<file path="src/rtl/scan_capture.sv">
// Scan frame capture controller: pulses an upstream scan chain load, shifts
// WIDTH serial bits into a frame, and hands the frame off via valid/ready.
// Frame valid WIDTH+1 cycles after the load pulse; an unconsumed frame blocks
// newer ones, which are dropped and flagged on the sticky overrun bit.
module scan_capture #(
  parameter int WIDTH  = 19,
  parameter int PERIOD = 32
) (
  input  logic             clk,
  input  logic             rst,
  input  logic             run,
  input  logic             single,
  output logic             scan_en,
  input  logic             scan_in,
  output logic [WIDTH-1:0] frame_data,
  output logic             frame_valid,
  input  logic             frame_ready,
  output logic             overrun,
  input  logic             clr_overrun
);

  localparam int BW = (WIDTH > 1) ? $clog2(WIDTH) : 1;
  localparam int PW = $clog2(PERIOD);

  typedef enum logic [1:0] {
    IDLE  = 2'd0,
    LOAD  = 2'd1,
    SHIFT = 2'd2,
    WAIT  = 2'd3
  } state_t;

  state_t           state;
  state_t           next_state;
  logic [BW-1:0]    bit_cnt;
  logic [PW-1:0]    per_cnt;
  logic [WIDTH-1:0] cap;
  logic [WIDTH-1:0] frame_new;
  logic             last_bit;
  logic             drop;

  // State register.
  always_ff @(posedge clk or posedge rst) begin
    if (rst) state <= IDLE;
    else     state <= next_state;
  end

  // Next-state decode and the single-cycle load pulse.
  always_comb begin
    next_state = state;
    scan_en    = 1'b0;
    last_bit   = 1'b0;
    case (state)
      IDLE: begin
        if (run || single) next_state = LOAD;
      end
      LOAD: begin
        scan_en    = 1'b1;
        next_state = SHIFT;
      end
      SHIFT: begin
        if (bit_cnt == BW'(WIDTH - 1)) begin
          last_bit   = 1'b1;
          next_state = WAIT;
        end
      end
      WAIT: begin
        // The next load lands exactly PERIOD cycles after the previous one.
        if (per_cnt == PW'(PERIOD - 1)) next_state = run ? LOAD : IDLE;
      end
      default: next_state = IDLE;
    endcase
  end

  // Bit counter: cleared in the load cycle, advances once per shifted bit.
  always_ff @(posedge clk or posedge rst) begin
    if (rst)                 bit_cnt <= '0;
    else if (state == LOAD)  bit_cnt <= '0;
    else if (state == SHIFT) bit_cnt <= bit_cnt + BW'(1);
  end

  // Period counter: zero in the load cycle, counts cycles since that load.
  always_ff @(posedge clk or posedge rst) begin
    if (rst)                                     per_cnt <= '0;
    else if (state == IDLE || next_state == LOAD) per_cnt <= '0;
    else                                         per_cnt <= per_cnt + PW'(1);
  end

  // Capture register: one serial bit per shift cycle, in arrival order.
  always_ff @(posedge clk or posedge rst) begin
    if (rst)                 cap <= '0;
    else if (state == SHIFT) cap[bit_cnt] <= scan_in;
  end

  // Complete frame including the bit arriving on the closing edge.
  always_comb begin
    frame_new          = cap;
    frame_new[bit_cnt] = scan_in;
  end

  // A completing frame is dropped only if the held frame is not leaving now.
  assign drop = last_bit && frame_valid && !frame_ready;

  // Output frame register and its handshake.
  always_ff @(posedge clk or posedge rst) begin
    if (rst) begin
      frame_data  <= '0;
      frame_valid <= 1'b0;
    end else if (last_bit && !drop) begin
      frame_data  <= frame_new;
      frame_valid <= 1'b1;
    end else if (frame_valid && frame_ready) begin
      frame_valid <= 1'b0;
    end
  end

  // Sticky overrun flag; a new drop wins over a simultaneous clear.
  always_ff @(posedge clk or posedge rst) begin
    if (rst)              overrun <= 1'b0;
    else if (drop)        overrun <= 1'b1;
    else if (clr_overrun) overrun <= 1'b0;
  end

endmodule

</file>
<file path="config.mk">
export PLATFORM = sky130hd
export DESIGN_NAME = scan_capture
export DESIGN_NICKNAME = d
export VERILOG_FILES = /design/src/rtl/scan_capture.sv
export SDC_FILE = /design/constraint.sdc
export NUM_CORES = 1
export LEC_CHECK = 0
export BUFFER_PORTS_ARGS = -buffer_cell sky130_fd_sc_hd__clkbuf_2
export CORE_ASPECT_RATIO = 1.1
export CORE_UTILIZATION = 35
export CTS_CLUSTER_DIAMETER = 120
export CTS_CLUSTER_SIZE = 24
export DETAILED_ROUTE_END_ITERATION = 7
export GPL_TIMING_DRIVEN = 0
export PLACE_DENSITY_LB_ADDON = 0.1
export SLEW_MARGIN = 20
export SYNTH_ARGS = -nofsm -noshare
export SYNTH_HDL_FRONTEND = slang
export SYNTH_SLANG_ARGS = --single-unit
export TNS_END_PERCENT = 5
</file>
<file path="constraint.sdc">
create_clock -name clk -period 1.8 [get_ports clk]
set_input_delay 0 -clock clk [delete_from_list [all_inputs] [get_ports clk]]
set_output_delay 0 -clock clk [all_outputs]
set_load 0.02 [all_outputs]
</file>
==> impl_metrics.ini <==
[status]
status = finished, violations left
violations = design-rule violations, negative setup slack

[timing]
setup_viol_count_final = 6
period_share = 1.043
holdWs_ps = 10.76
fin_skew_ps = 10.27
rsz0062_at_grt = true
relSlewSlack = 0.5673
slew_viol_final = 0
worst_pin_slew_ps = 649.0
worst_slack_ps = -77.41
hold_violations = 0
setup-tns-final_ps = -334.3
timing.fmax_mhz = 532.6
period_needed_ps = 1877

[placed_design]
dpl.hpwl_mm = 3.874
post-place-cells = 356
globalplace.congestion = 0.7516
dpl_cell_area_sq_um = 2854
port-buffer-count = 27

[clock_network]
cts_buffer_depth = 2
htree_levels = 2
cts_root_buf = clkbuf_8
clock_sinks = 51
path_clk_slew_ps = 100
numCtsBuffers = 5
cts_tree = yes
clk_latency_ps = 300

[final_layout]
nets = 302
diodes = 0
instances_no_fill = 370
drive_gt1_frac = 0.3158
design_area_sq_um = 3109
area_growth_pct = 20.22

[setup_path]
crit_path_max_incr_delay_ps = 390
crit_chain = ha_2 > and3_4 > ha_4 > mux2_4 > a221oi_4 > a211oi_4 > nor3b_2
start_kind = flip-flop
rr_worst_depth = 7
end_kind = flip-flop
cp.arrival_ps = 2100
cp_slowest_cell = dfrtp_1
crit_fanout = 5
crit_required_ps = 2030
path_class = reg -> reg

[yosys]
synthCells = 244
synth_top_area_cell = dfrtp_1
synth_top_cell_area_share = 0.4935
synth_area_per_cell_sq_um = 10.60
synth-seq-cells = 51
yosys-top-cells-area = dfrtp_1, mux2_2, mux2i_1
yosys_warnings = 0
yosysSeqAreaShare = 0.4935
synth_area_sq_um = 2586
syn_nets = 262
ys_types = 36

[worst_hold_path]
hold_depth = 3
min_path_type = in -> reg

[die]
die_h_microns = 92.16
initial_core_util = 0.3649
rows = 32
die_w_microns = 83.96
die-area_sq_um = 7737
fp.coreArea_sq_um = 7087
pin_count = 29

[global_route]
grtUsageTotal = 0.1515
antenna_found_initial = 0
grt_pass1_wl_mm = 9.149
grt_max_degree = 52
grt_pass1_vias = 1807
gr-total-overflow = 0

[flow_run]
max_cap_viol_count = 0

[routing]
drc_errors = 10
firstDrtPassIters = 8
ant_nets = 0
routed_wl_mm = 5.501
vias_per_cell = 5.027
routedWlPerCell_microns = 14.87
via_count = 1860
initialDrtViolationCount = 33

[power_and_ir_drop]
p_leak_uw = 0.001512
irDropWorstVdd_v = 0.0006121
power_uw = 3764
powerDensity_nw_per_um2 = 1211
==> final timing paths <==
check	startpoint	to	slack [ps]
max	per_cnt[0]	per_cnt[1]	-80
max in group asynchronous	rst	state[0]	1020
min in group asynchronous	rst	cap[5]	330
min reg2reg	frame_data[16]	frame_data[16]	490
min	single	state[0]	10
max reg2reg	per_cnt[0]	per_cnt[1]	-80
==> cells in the final DEF, fill, tap and decap left out, drive strengths merged, types with 4 or more instances in the layout <==
cell / n
nor3b: 5
inv: 7
nor3: 4
o21ai: 25
nor2: 19
nand2: 47
buf: 12
dfrtp: 51
ha: 11
nand3: 4
mux2: 21
clkbuf: 38
mux2i: 18
==> layout make-up <==
| cell class | count | area, sq um |
|---|---|---|
| Timing Repair Buffer | 34 | 192.7 |
| Sequential cell | 51 | 1277 |
| Inverter | 7 | 28.78 |
| Buffer | 12 | 85.08 |
| Fill cell | 707 | 3978 |
| Multi-Input combinational cell | 173 | 1301 |
| Clock inverter | 2 | 35.03 |
| Clock buffer | 6 | 82.58 |
| Tap cell | 85 | 106.4 |
==> synthesized netlist by cell type, drive strengths merged <==
cell type / count
o21ai: 25
clkbuf: 6
dfrtp: 51
and3: 2
o22ai: 1
mux2i: 18
nand3b: 1
nand4: 1
or4bb: 1
nor3: 4
nor2: 19
mux2: 21
or3b: 2
buf: 7
o221ai: 1
nor3b: 5
and3b: 1
xor2: 1
a221oi: 1
ha: 11
xnor2: 1
nand3: 4
a21oi: 1
nand2b: 1
inv: 7
or3: 1
a31oi: 1
a211oi: 1
nor4b: 1
nand2: 47
==> stage by stage <==
step,utilization,setup slack [ps]
6_report,0.4387,-77.41
5_1_grt,0.4387,-150.5
4_1_cts,0.4297,-89.12
3_5_place_dp,0.4027,-197.7
3_3_place_gp,0.4024,-213.3
2_1_floorplan,-,-23.64
==> sequential cells by signal, summed over array words and instances, names as in the netlist <==
| register | flops |
|---|---|
| per_cnt | 5 |
| frame_data | 19 |
| cap | 18 |
| bit_cnt | 5 |
| state | 2 |
| overrun | 1 |
| frame_valid | 1 |
==> cell families (layout without fill, tap and decap cells) <==
kind of cell	after synthesis	after routing	synth area share
buffers and inverters	20	61	0.04015
and+or+nand+nor	90	90	0.1737
xor gates and xnor gates	2	2	0.006774
AOI/OAI and AO/OA	31	31	0.07160
DFF	51	51	0.4935
adders and majority gates	11	11	0.05322
muxes	39	39	0.1611
==> routing by layer <==
metal	vias to the layer above	share of wire	track usage
met5	-	0	0
met4	0	0.019	0.05316
met3	10	0.031	0.03060
met2	34	0.50	0.2602
met1	906	0.45	0.1884
li1	910	-	-
==> power breakdown <==
group / switching, uW / internal [uW]
registers: 124 / 1310
clock network: 389 / 450
logic: 852 / 637
total: 1360 / 2400
==> critical path: cells and delay by family (launching register included) <==
| kind | cells | cell delay, ps |
|---|---|---|
| AOI/OAI and AO/OA | 2 | 450 |
| DFF | 1 | 390 |
| adders and majority gates | 2 | 340 |
| and+or+nand+nor | 2 | 310 |
| muxes | 1 | 310 |
==> repair_timing <==
item	CTS	global route
setup endpoints to repair	36	36
setup buffers	3	2
resized for setup	8	11
pin swaps	6	2
hold endpoints to repair	52	0
hold buffers	2	0
cloned	0	0
No activity file was read; power rests on OpenSTA's default activity.
